**config.mk**
```make
export PLATFORM = sky130hd
export DESIGN_NAME = nes_pad_reader
export DESIGN_NICKNAME = d
export VERILOG_FILES = /design/src/rtl/nes_pad_pkg.sv /design/src/rtl/pad_sync.sv /design/src/rtl/nes_pad_reader.sv
export SDC_FILE = /design/constraint.sdc
export NUM_CORES = 1
export LEC_CHECK = 0
export ABC_AREA = 1
export BUFFER_PORTS_ARGS = -buffer_cell sky130_fd_sc_hd__buf_4
export CAP_MARGIN = 20
export CORE_MARGIN = 2
export CORE_UTILIZATION = 50
export CTS_CLUSTER_SIZE = 10
export DETAILED_ROUTE_END_ITERATION = 8
export PLACE_DENSITY = 0.7
export SETUP_SLACK_MARGIN = 0.15
export SLEW_MARGIN = 20
export SYNTH_ARGS = -nofsm -noshare
export SYNTH_HDL_FRONTEND = slang
export SYNTH_SLANG_ARGS = --single-unit
```
**constraint.sdc**
```tcl
create_clock -name clk -period 1.3 [get_ports clk]
set_input_delay 0.195 -clock clk [delete_from_list [all_inputs] [get_ports clk]]
set_output_delay 0.195 -clock clk [all_outputs]
set_load 0.05 [all_outputs]
```
**src/rtl/nes_pad_pkg.sv**
```systemverilog
// Shared types and constants for the NES controller reader.
package nes_pad_pkg;

  localparam int KEY_W = 8;

  localparam int BTN_A      = 0;
  localparam int BTN_B      = 1;
  localparam int BTN_SELECT = 2;
  localparam int BTN_START  = 3;
  localparam int BTN_UP     = 4;
  localparam int BTN_DOWN   = 5;
  localparam int BTN_LEFT   = 6;
  localparam int BTN_RIGHT  = 7;

  typedef enum logic [2:0] {
    IDLE  = 3'd0,
    LATCH = 3'd1,
    LOW   = 3'd2,
    HIGH  = 3'd3,
    DONE  = 3'd4
  } state_t;

endpackage

```
**src/rtl/pad_sync.sv**
```systemverilog
// Two-flop synchroniser for the asynchronous pad data line.
// Resets to 1 so that an idle (released) line reads as "not pressed".
module pad_sync (
  input  logic clk,
  input  logic resetn,
  input  logic d,
  output logic q
);

  logic meta;

  always_ff @(posedge clk) begin
    if (!resetn) begin
      meta <= 1'b1;
      q    <= 1'b1;
    end else begin
      meta <= d;
      q    <= meta;
    end
  end

endmodule

```
**src/rtl/nes_pad_reader.sv**
```systemverilog
// Polls a 4021-based NES pad once per poll period and publishes the 8 buttons
// as an active-high vector with a one-cycle key_valid strobe.
module nes_pad_reader
  import nes_pad_pkg::*;
#(
  parameter int POLL_CYCLES     = 833333,
  parameter int LATCH_CYCLES    = 600,
  parameter int HALF_BIT_CYCLES = 300
) (
  input  logic             clk,
  input  logic             resetn,
  input  logic             enable,
  input  logic             pad_data,
  output logic             pad_latch,
  output logic             pad_clk,
  output logic [KEY_W-1:0] key,
  output logic             key_valid,
  output state_t           dbg_state
);

  localparam int POLL_W = (POLL_CYCLES > 1) ? $clog2(POLL_CYCLES) : 1;
  localparam int TC_MAX = (LATCH_CYCLES > HALF_BIT_CYCLES) ? LATCH_CYCLES : HALF_BIT_CYCLES;
  localparam int TCNT_W = $clog2(TC_MAX + 1);

  localparam logic [POLL_W-1:0] POLL_LAST  = POLL_W'(POLL_CYCLES - 1);
  localparam logic [TCNT_W-1:0] LATCH_LAST = TCNT_W'(LATCH_CYCLES - 1);
  localparam logic [TCNT_W-1:0] HALF_LAST  = TCNT_W'(HALF_BIT_CYCLES - 1);

  logic              pad_q;
  logic [POLL_W-1:0] poll_cnt;
  logic              poll_wrap;
  logic              pending;

  state_t            state, state_n;
  logic [TCNT_W-1:0] tcnt, tcnt_n;
  logic [2:0]        bit_idx, bit_idx_n;
  logic [KEY_W-1:0]  shift, shift_n;
  logic              frame_start;
  logic              load_key;

  pad_sync u_sync (
    .clk    (clk),
    .resetn (resetn),
    .d      (pad_data),
    .q      (pad_q)
  );

  // Poll timer runs regardless of state; a wrap while pending is already set is absorbed.
  assign poll_wrap = (poll_cnt == POLL_LAST);

  always_ff @(posedge clk) begin
    if (!resetn) begin
      poll_cnt <= '0;
      pending  <= 1'b0;
    end else begin
      poll_cnt <= poll_wrap ? '0 : poll_cnt + 1'b1;
      if (frame_start)
        pending <= 1'b0;
      else if (poll_wrap)
        pending <= 1'b1;
    end
  end

  always_ff @(posedge clk) begin
    if (!resetn) begin
      state   <= IDLE;
      tcnt    <= '0;
      bit_idx <= '0;
      shift   <= '0;
    end else begin
      state   <= state_n;
      tcnt    <= tcnt_n;
      bit_idx <= bit_idx_n;
      shift   <= shift_n;
    end
  end

  always_comb begin
    state_n     = state;
    tcnt_n      = tcnt + 1'b1;
    bit_idx_n   = bit_idx;
    shift_n     = shift;
    frame_start = 1'b0;
    load_key    = 1'b0;
    case (state)
      IDLE: begin
        tcnt_n = '0;
        if (pending && enable) begin
          state_n     = LATCH;
          frame_start = 1'b1;
        end
      end
      LATCH: begin
        if (tcnt == LATCH_LAST) begin
          state_n   = LOW;
          tcnt_n    = '0;
          bit_idx_n = '0;
        end
      end
      LOW: begin
        // Sample at the end of the low phase so the synchroniser has settled.
        if (tcnt == HALF_LAST) begin
          shift_n[bit_idx] = ~pad_q;
          tcnt_n           = '0;
          state_n          = (bit_idx == 3'd7) ? DONE : HIGH;
        end
      end
      HIGH: begin
        if (tcnt == HALF_LAST) begin
          tcnt_n    = '0;
          bit_idx_n = bit_idx + 1'b1;
          state_n   = LOW;
        end
      end
      DONE: begin
        tcnt_n   = '0;
        load_key = 1'b1;
        state_n  = IDLE;
      end
      default: begin
        tcnt_n  = '0;
        state_n = IDLE;
      end
    endcase
  end

  // Pad strobes are registered from the next state so they track the FSM exactly.
  always_ff @(posedge clk) begin
    if (!resetn) begin
      pad_latch <= 1'b0;
      pad_clk   <= 1'b0;
      key       <= '0;
      key_valid <= 1'b0;
    end else begin
      pad_latch <= (state_n == LATCH);
      pad_clk   <= (state_n == HIGH);
      key_valid <= load_key;
      if (load_key)
        key <= shift;
    end
  end

  assign dbg_state = state;

endmodule

```
# --- Word-level counts from Yosys, hierarchy flattened ---
# Index checks and enable logic that the tools add are counted.
word_totals:
  register_bits: 58
  in_bits: 4
  out_inout_bits: 14
  word_cells: 58
classes:
  addsub: 3
  order_cmp: 2
  eq_ne: 12
  n_mux: 18
  n_bitwise: 2
  reduce_logical: 9
op_table:
  columns: ["op", "count"]
  rows:
  - ["2-to-1 mux 3 bit", 7]
  - ["adder 20 x 1 -> 20 bit (second input constant)", 1]
  - ["== test 20 bit (second input constant)", 1]
  - ["2-to-1 mux 10 bit", 2]
  - ["one-hot mux 10 bit (2 select lines)", 1]
  - ["one-hot mux 3 bit (4 select lines)", 1]
  - ["adder 10 x 1 -> 10 bit (second input constant)", 1]
  - ["== test 10 bit (second input constant)", 1]
  - ["== test 10 x 9 -> 1 bit (second input constant)", 1]
  - ["== test 3 x 2 -> 1 bit (second input constant)", 3]
  - ["bitwise mux 8 bit", 1]
  - ["== test 3 x 1 -> 1 bit (second input constant)", 2]
  - ["== test 3 bit (second input constant)", 2]
  - ["one-hot mux 3 bit (2 select lines)", 1]
  - ["OR reduction 2 bit", 3]
  - ["< comparator 3 x 4 -> 1 bit (second input constant)", 1]
  - ["2-to-1 mux 1 bit", 4]
  - ["!= test 2 bit (second input constant)", 2]
  - ["adder 3 x 1 -> 3 bit (second input constant)", 1]
  - ["demux 1 bit (select 3 bit)", 1]
  - ["greater-or-equal comparator 3 x 1 -> 1 bit (second input constant)", 1]
  - ["zero test 3 bit", 1]
  - ["AND reduction 3 bit", 1]
  - ["logical AND 1 bit", 2]
  - ["other kinds (3)", 4]

# --- Depth between registers and ports, before layout ---
# Gate-level depths: netlist of run 1.
depth:
  word_depth: 5
  depth_mapped: 10
  ltp_nobuf: 10

# --- Hierarchy ---
# Synthesis of run 1 repeated with hierarchy kept, for this count alone.
unflattened:
  hier_cells: 404
  hier_area_um2: 2826.5
by_module_without_submodules:
  columns: ["module", "instances", "cells_each", "area_per_inst_um2"]
  rows:
  - ["nes_pad_reader", 1, 398, 2771.4]
  - ["pad_sync", 1, 6, 55.1]

# --- Worst setup path before layout of run 1 ---
# No wires, ideal clock.
synth_path:
  path_type: "register to register"
  from: "reg state[0], in the netlist dbg_state[0]"
  to: "reg bit_idx[1]"
  t_arrival_ps: 1458
  path_slack_ps: -276
  path_stages_with_launch: 6
  period_less_slack_ps: 1576
  cell_sequence: "dfxtp_1 -> inv_1 -> nor2_2 -> nand4_1 -> a21boi_0 -> nor2_1"
synth_between:
  elab_chain_len: 3
  elab_cells_between_ends: 7
synth_rtl:
  columns: ["item", "line_no", "rtl"]
  rows:
  - ["from (decl)", "nes_pad_reader.sv:34", "state_t state, state_n;"]
  - ["from (signal assigned)", "nes_pad_reader.sv:71", "state <= state_n;"]
  - ["== test 3 x 2 -> 1 bit / == test 3 x 1 -> 1 bit (equally long branches)", "nes_pad_reader.sv:85", "case (state)"]
  - ["!= test 2 bit (no line) / nonzero test 2 bit (equally long branches)", null, null]
  - ["AND reduction 3 bit (no line)", null, null]
  - ["to (signal assigned)", "nes_pad_reader.sv:73", "bit_idx <= bit_idx_n;"]
  - ["to (decl)", "nes_pad_reader.sv:36", "logic [2:0] bit_idx, bit_idx_n;"]
# Parallel ways exist; a longest one is shown, timed or not.
# A chain may end at the register's enable or synchronous reset.

# --- Final worst setup path of run 1 ---
layout_path:
  from: "reg poll_cnt[0]"
  to: "reg poll_cnt[1]"
layout_between:
  elab_chain_len: 2
  elab_cells_between_ends: 3
layout_rtl:
  columns: ["item", "line_no", "rtl"]
  rows:
  - ["from (decl)", "nes_pad_reader.sv:30", "logic [POLL_W-1:0] poll_cnt;"]
  - ["from (signal assigned)", "nes_pad_reader.sv:56", "poll_cnt <= poll_wrap ? '0 : poll_cnt + 1'b1;"]
  - ["parallel branches: the longest is 2 deep, another holds adder 20 x 1 -> 20 bit", null, null]
# Parallel ways; which one is timed is not known.

==> results, run 1 <==
- The sequential-to-total area share from yosys stat is 0.415.
- The number of endpoints with negative hold slack in the final report is 0.
- The mean cell area of the mapped netlist is roughly 7 um^2.
- For this run, the number of Yosys warnings is 0.
- The run finished, with violations left.
- The max-slew violation total from the final report is 0.
- Across all setup checks in the final design, the least slack found is -59.2 ps.
- The worst setup path is captured at a flip-flop.
- The port buffer count is 17.
- Setup repair after global routing could not meet its margin everywhere.
- The checks that failed: negative setup slack.
- The commonest cells after synthesis are sky130_fd_sc_hd__nor2_1 (82), sky130_fd_sc_hd__nand2_1 (79), sky130_fd_sc_hd__dfxtp_1 (58).
- Registers take ~0.0012 mm^2.
- The cell taking the most area after synthesis is sky130_fd_sc_hd__dfxtp_1.
- Of all nets on the critical path, the largest fanout is 15.
- Among all flip-flop cells after synthesis, the most frequent one is sky130_fd_sc_hd__dfxtp_1.
- Summed over all layers, the global routing overflow is 0.
- In the synthesized netlist the async set-or-reset flop fraction comes to 0.
- After legalization and detailed placement, the total HPWL measured 4.47 mm.
- After detailed routing, the number of vias per cell comes to 5.18.
- The antenna diode count is 0.
- The post-synthesis sequential element count is between 50 and 60.
- The via count of the first global-routing pass came to approximately 2500.
- Of the total power, the share spent switching nets is 0.237.
- The clock passes through at most 2 buffers.
- The count of standard-cell rows is 27.
- The worst slew margin relative to its limit is 0.750.
- For this block, the via count after detailed routing is 2748.
- The multi-input combinational cells in the finished layout cover a total of around 0.0018 mm^2.
- The root buffer selected by CTS is sky130_fd_sc_hd__clkbuf_8.
- The pre-CTS worst setup slack is -41.3 ps.
- Between clock sinks in the finished design, the worst skew comes to 5.49 ps.
- The detail route stage leaves a number of antenna-violating nets equal to 0.
- The cell count after synthesis came out at just under 400.
- The number of sinks handled by clock tree synthesis is a little under 60.
- Of the post-synthesis cell area, the dominant cell type holds 0.415.
- The synthesized design contains 0 enable-type register cells.
- The net switching power is between 0.8 and 0.9 mW.
- The post-synth net total is 407.
- The number of levels the H-tree was split into is 3.
- The width of the chip is 78.8 um.
- Yosys mapped the design onto 27 distinct sky130hd cell types.
- Adding up every negative setup slack in the final design gives -999 ps.
- The initial antenna violation count is 0.
- Setup violations remaining at the end of the flow were counted as 28.
- The share of total power dissipated in combinational logic is 0.027.
- In the final routed layout, each cell accounts on average for roughly 13 um.
- Pin placement for this block handled 18 I/O pins.
- The global-route wire length before repair is about 11 mm.
- Overall power consumption after layout is estimated at approximately 3.6 mW.
- After synthesis the cells add up to ~0.0028 mm^2.
- The final layout contains 463 nets.
- Final hold analysis gives a worst-case slack of 29.4 ps.
- Relative to the synthesized area, the layout overhead comes to 38.0%.
- The maximum VDD drop is 0.734 mV.
- The DRC violations left is 0.
- The element type at the critical path start is a flip-flop.
- The height of the chip is a little under 80 um.
- The first detailed-routing pass took 5 iterations.
- The share of power burned in registers is 0.503.
- The share of final-layout standard cells stronger than drive strength 1 is 0.394.
- For this block, the initial DRC count from the detailed router was between 200 and 250.
- By area the synthesized netlist is led by sky130_fd_sc_hd__dfxtp_1 (41%), sky130_fd_sc_hd__nor2_1 (11%), sky130_fd_sc_hd__nand2_1 (11%), sky130_fd_sc_hd__nand3_1 (5.4%), sky130_fd_sc_hd__inv_1 (5.2%).
- The number of maximum-capacitance constraint violations is 0.
- The actual transition at the worst max-transition pin is 374 ps.
- The most common cell in the synthesized netlist is sky130_fd_sc_hd__nor2_1.
- Hold repair after CTS inserted 0 buffers.
- Entering global routing, the biggest net connects 17 pins.
- The combined global-route utilization of all metal layers is 0.234.
- The worst path in the final design needs a cycle of about 1400 ps, including I/O delays and setup.
- The final standard cell utilization of the core is 0.706.
- The leakage power is 1.50 nW.
- Static timing analysis puts the maximum clock frequency at about 740 MHz.
- Of the total power, the clock network draws 0.470.
- After clock tree synthesis, the clock-pin slew on the worst setup and hold paths is roughly 70 ps.
- Routability-driven placement finished with a final weighted congestion of approximately 0.86.
- The setup path with the least slack is of type reg -> reg.
- At the worst endpoint, the arrival time is between 1500 and 2000 ps.
- The clock tree from TritonCTS is done.
- Fill cells in the final layout number between 400 and 500.
- After routing the design area is between 0.003 and 0.004 mm^2.
- The later-pin clock latency in the skew report is 350 ps.
- Once placement completed, the tool counted placed cells totaling 508.
- The portion of the clock cycle consumed by the worst path in the final layout is 1.05.
- The required time of the critical path is between 1500 and 2000 ps.
- The finished layout holds 531 standard cells, fillers aside.
- The total die area is 0.00621 mm^2.
- The initial utilization of the core area, before any placement, comes to 0.511.
- The routed design has around 7 mm of wire.
- The total area inside the core boundary comes to 0.00547 mm^2.
- In this run the worst hold path is classified as in -> reg.
- Cell internal power was estimated by the tool at 2.72 mW.
- For this design the ratio of total power to cell area is around 920 mW/mm^2.
- The placed instances occupy a cell area of 0.00329 mm^2.
- The number of buffers added by the clock tree synthesis step is 9.
[cell usage in the layout (no fill, tap or decap), types with 5 or more instances in the layout]
master                     synthesis  final
sky130_fd_sc_hd__a21oi_1          19      8
sky130_fd_sc_hd__a21oi_2           0     11
sky130_fd_sc_hd__buf_4             2     41
sky130_fd_sc_hd__buf_6             0      5
sky130_fd_sc_hd__clkbuf_8          0     11
sky130_fd_sc_hd__dfxtp_1          58     38
sky130_fd_sc_hd__dfxtp_2           0     14
sky130_fd_sc_hd__dfxtp_4           0      6
sky130_fd_sc_hd__inv_1            39     29
sky130_fd_sc_hd__inv_2             4     12
sky130_fd_sc_hd__nand2_1          79     66
sky130_fd_sc_hd__nand2_2           2      7
sky130_fd_sc_hd__nand2_4           1     10
sky130_fd_sc_hd__nand3_1          30     15
sky130_fd_sc_hd__nand3_2           2     14
sky130_fd_sc_hd__nand4_1          15     15
sky130_fd_sc_hd__nor2_1           82     66
sky130_fd_sc_hd__nor2_2            6     15
sky130_fd_sc_hd__nor2_4            5     12
sky130_fd_sc_hd__nor3_1           12      9
sky130_fd_sc_hd__nor3_2            3      5
sky130_fd_sc_hd__o21ai_0          12     10
sky130_fd_sc_hd__xor2_1            8      8
[power by group through the flow]
stage	logic (mW)	registers, mW	clock network, mW
4_1_cts	0.0929	1.79	1.68
3_5_place_dp	0.0856	1.83	0
3_3_place_gp	0.0834	1.83	0
2_1_floorplan	0.0519	1.83	0
6_report	0.0964	1.79	1.67
5_1_grt	0.105	1.79	1.76
[routing by layer]
metal,vias to the layer above,wire length [um],GRT usage
li1,1395,-,-
met1,1257,3220,0.302
met2,74,3260,0.366
met3,22,315,0.0625
met4,0,248,0.110
met5,-,0,0
[state kept, by name, summed over array words and instances, names as in the netlist]
name,flops
pad_clk,1
shift,8
poll_cnt,20
pad_latch,1
key_valid,1
u_sync.q,1
key,8
dbg_state,3
bit_idx,3
pending,1
u_sync.meta,1
tcnt,10
[repair_timing]
item,CTS,global route
buffers inserted,3,3
endpoints found under the setup margin,53,58
pin swaps,14,18
gates resized for setup,46,54
cloned,1,0
[final cells by class]
cell class	count	share of cell area
clock inverters	4	0.00551
flip-flops and latches	58	0.311
well taps	72	0.0233
clock buffers	12	0.0457
inverters	43	0.0431
multi-input cells	294	0.468
repair buffers	48	0.103
[path summary, 6_finish.rpt]
path | startpoint | end | slack, ps | depth (start not counted)
max | poll_cnt[0] | poll_cnt[1] | -60 | 8
min | pad_data | u_sync.meta | 30 | 2
max reg2reg | poll_cnt[0] | poll_cnt[1] | -60 | 8
min reg2reg | u_sync.meta | u_sync.q | 430 | 1
[cells by family (layout without fill, tap and decap cells)]
logic type / Yosys count / in the layout / share of synthesized area
AOI/OAI and AO/OA: 33 / 33 / 0.0608
xor gates and xnor gates: 11 / 11 / 0.0344
adders and majority gates: 5 / 5 / 0.0224
buffers and inverters: 47 / 107 / 0.0662
DFF: 58 / 58 / 0.415
and+or+nand+nor: 244 / 245 / 0.401
[worst max-delay path: stages (launching register included)]
cell and delay [ps]:
sky130_fd_sc_hd__dfxtp_4 370, sky130_fd_sc_hd__inv_2 60, sky130_fd_sc_hd__ha_4 120, sky130_fd_sc_hd__nand3_2 70
sky130_fd_sc_hd__nor2_2 110, sky130_fd_sc_hd__nand4_1 150, sky130_fd_sc_hd__nand2_2 170, sky130_fd_sc_hd__buf_12 150
sky130_fd_sc_hd__nor2_1 50
(Power assumes the default switching activity.)
==> run 2, diff against run 1 <==
PLACE_DENSITY = 0.68   (was 0.7)
SKIP_CTS_REPAIR_TIMING = 1   (was not set)
clock period = 1.4 ns   (was 1.3 ns; I/O delays follow)
==> results, run 2 (synthesis gave the netlist of run 1 again) <==
- The HPWL after detailed placement is 4.37 mm (-2.2%).
- TritonCTS built the clock tree.
- The clock-pin slew of the registers on the worst-case setup and hold paths is 70 ps (about the same).
- The actual transition at the worst max-transition pin came to 442 ps (+68.0 ps).
- The total grt overflow is 0 (unchanged).
- The non-filler instance count after layout is 529 (-0.38%).
- The count of buffer and inverter cells on the critical path came to 2 (unchanged).
- The number of buffers added by the clock tree synthesis step is 9 (unchanged).
- The final standard cell utilization of the core was 0.704 (-0.00183).
- The worst setup path is of the reg -> reg kind.
- The signed area change from the synthesized netlist to the final layout is 37.7%.
- The total die area is 0.00621 mm^2 (unchanged).
- The final period demand of the worst path came to 1410 ps (+52.5 ps).
- The global-route wire length before repair is 10.7 mm (-5.1%).
- The flip-flop count of the largest register after layout is 20 (unchanged).
- The max-slew violation total from the final report was 0 (unchanged).
- The placed instance count is 495 (-2.6%).
- The starting density of the core is 0.511 (unchanged).
- The number of sinks handled by clock tree synthesis came to 58 (unchanged).
- The slowest stage of the critical path is the sky130_fd_sc_hd__dfxtp_2 cell.
- The count of standard-cell rows is 27 (unchanged).
- The detailed router's first-iteration violation count is 142 (-39%).
- The number of levels the H-tree was split into is 3 (unchanged).
- The maximum cell stage delay along the critical path is 360 ps (about the same).
- The remaining number of nets flagged by the antenna check after routing is 0 (unchanged).
- Among cell families on the critical path, the largest total delay comes from simple AND/OR/NAND/NOR gates.
- The initial antenna violation count is 0 (unchanged).
- The largest register by flop count is poll_cnt.
- The library cell used most frequently in the layout, excluding fill and tap cells, is sky130_fd_sc_hd__nand2_1.
- Clock tree synthesis selected as its root buffer the cell sky130_fd_sc_hd__clkbuf_8.
- The signal on the critical path passes through ha_4 -> nand3_4 -> inv_2 -> nand3_4 -> nor2_4 -> buf_6 -> nand3_2 -> a21oi_2.
- The later-pin clock latency in the skew report came to 340 ps (about the same).
- Leaving out fill and tap cells, the most frequent cells in the layout are sky130_fd_sc_hd__nand2_1 (67), sky130_fd_sc_hd__nor2_1 (66), sky130_fd_sc_hd__dfxtp_1 (40).
- Setup repair after global routing could not meet its margin everywhere.
- The combined global-route utilization of all metal layers is 0.217 (-0.0167).
- The number of search-and-repair iterations in the first detailed-routing pass is 4 (-1).
- The cell area power density is 806 mW/mm^2 (-13%).
- The via count of the routed design came to 2777 (+1.1%).
- The detailed-route wire length is 7.33 mm (+4.1%).
- The element type at the critical path end is a flip-flop.
- The share of final-layout standard cells stronger than drive strength 1 is 0.400 (+0.00610).
- The worst clock skew is 6.06 ps (+0.575 ps).
- The worst slew margin relative to its limit was 0.704 (-0.0466).
- The final number of setup-violating endpoints is 5 (-82%).
- The highest net fanout along the worst path was 5 (-10).
- The number of maximum-capacitance constraint violations is 0 (unchanged).
- The placer's final routability congestion estimate is 0.876 (+2.1%).
- The floorplan core area is 0.00547 mm^2 (unchanged).
- The worst endpoint data arrival time is 1690 ps (+90 ps).
- The number of top-level pins is 18 (unchanged).
- The number of endpoints with negative hold slack in the final report came to 0 (unchanged).
- The via count of the first global-routing pass came to 2432 (-2.1%).
- The element type at the critical path start is a flip-flop.
- The antenna diode count was 0 (unchanged).
- The height of the chip is 78.8 um (unchanged).
- The worst hold path belongs to the class in -> reg.
- The final worst slack was -11.7 ps (+47.5 ps).
- The number of nets in the finished design is 461 (-0.43%).
- In the final layout, the registers with the most flip-flops are poll_cnt: 20 flops, tcnt: 10 flops.
- The maximum VDD drop was 0.621 mV (-15%).
- The port buffer count came to 17 (unchanged).
- The routed wirelength normalized by instance count came to 13.9 um (+4.5%).
- The DRC violations left is 0 (unchanged).
- The final reports fail on negative setup slack.
- The width of the chip was 78.8 um (unchanged).
- The number of buffers on the longest clock path was 2 (unchanged).
- The detail-routed via count per cell is 5.25 (+1.4%).
- The filler cell count came to 451 (+6.1%).
- The maximum number of pins on one net before global-route repair came to 17 (unchanged).
- The required time of the critical path came to 1680 ps (+130 ps).
- The highest achievable clock rate came to 708 MHz (-3.7%).
- The run finished, with violations left.
- The cell that appears most often on the critical path is sky130_fd_sc_hd__nand3_4.
- The leakage power is 1.49 nW (-0.32%).
- The portion of the clock cycle consumed by the worst path in the final layout is 1.01 (-0.0372).
[run 2: stage by stage]
| stage | TNS (ps) | setup WS, ps | instance area (um^2) | hold WS [ps] | total power, mW |
|---|---|---|---|---|---|
| 2_1_floorplan | 0 | 134 | 2830 | 317 | 1.74 |
| 3_3_place_gp | -71.6 | -38.7 | 3140 | 396 | 1.77 |
| 3_5_place_dp | -182 | -69.1 | 3140 | 406 | 1.77 |
| 4_1_cts | -289 | -70.7 | 3310 | 50.0 | 3.11 |
| 5_1_grt | -1020 | -68.8 | 3850 | 52.0 | 3.22 |
| 6_report | -34.6 | -11.7 | 3850 | 64.0 | 3.11 |
[run 2: path summary, 6_finish.rpt]
| check | startpoint | to | slack, ps | cells past startpoint |
|---|---|---|---|---|
| min reg2reg | u_sync.meta | u_sync.q | 420 | 1 |
| min | pad_data | u_sync.meta | 60 | 2 |
| max | tcnt[0] | shift[6] | -10 | 8 |
| max reg2reg | tcnt[0] | shift[6] | -10 | 8 |
[run 2: final cells by class]
class	instances	area, um^2	share of cell area
well taps	72	90.1	0.0234
inverters	43	166	0.0432
multi-input cells	294	1820	0.473
repair buffers	46	397	0.103
clock buffers	9	124	0.0321
clock inverters	7	45.0	0.0117
flip-flops and latches	58	1210	0.314
[run 2: routing by layer]
layer  vias up  part of all wire  wire length (um)  GRT usage
met4         0             0.019               136     0.0793
met5         -                 0                 0          0
met1      1299              0.44              3230      0.294
met3        12             0.047               345     0.0614
met2        69              0.49              3620      0.332
li1       1397                 -                 -          -
[run 2: worst reg2reg max path, cell delays in order (launching register included)]
cell	delay, ps
sky130_fd_sc_hd__dfxtp_2	360
sky130_fd_sc_hd__ha_4	210
sky130_fd_sc_hd__nand3_4	110
sky130_fd_sc_hd__inv_2	90
sky130_fd_sc_hd__nand3_4	80
sky130_fd_sc_hd__nor2_4	160
sky130_fd_sc_hd__buf_6	130
sky130_fd_sc_hd__nand3_2	70
sky130_fd_sc_hd__a21oi_2	140
[run 2: where the power goes]
| group | switching [mW] | internal, mW |
|---|---|---|
| Combinational | 0.0527 | 0.0402 |
| Clock | 0.721 | 0.634 |
| Sequential | 0.0144 | 1.64 |
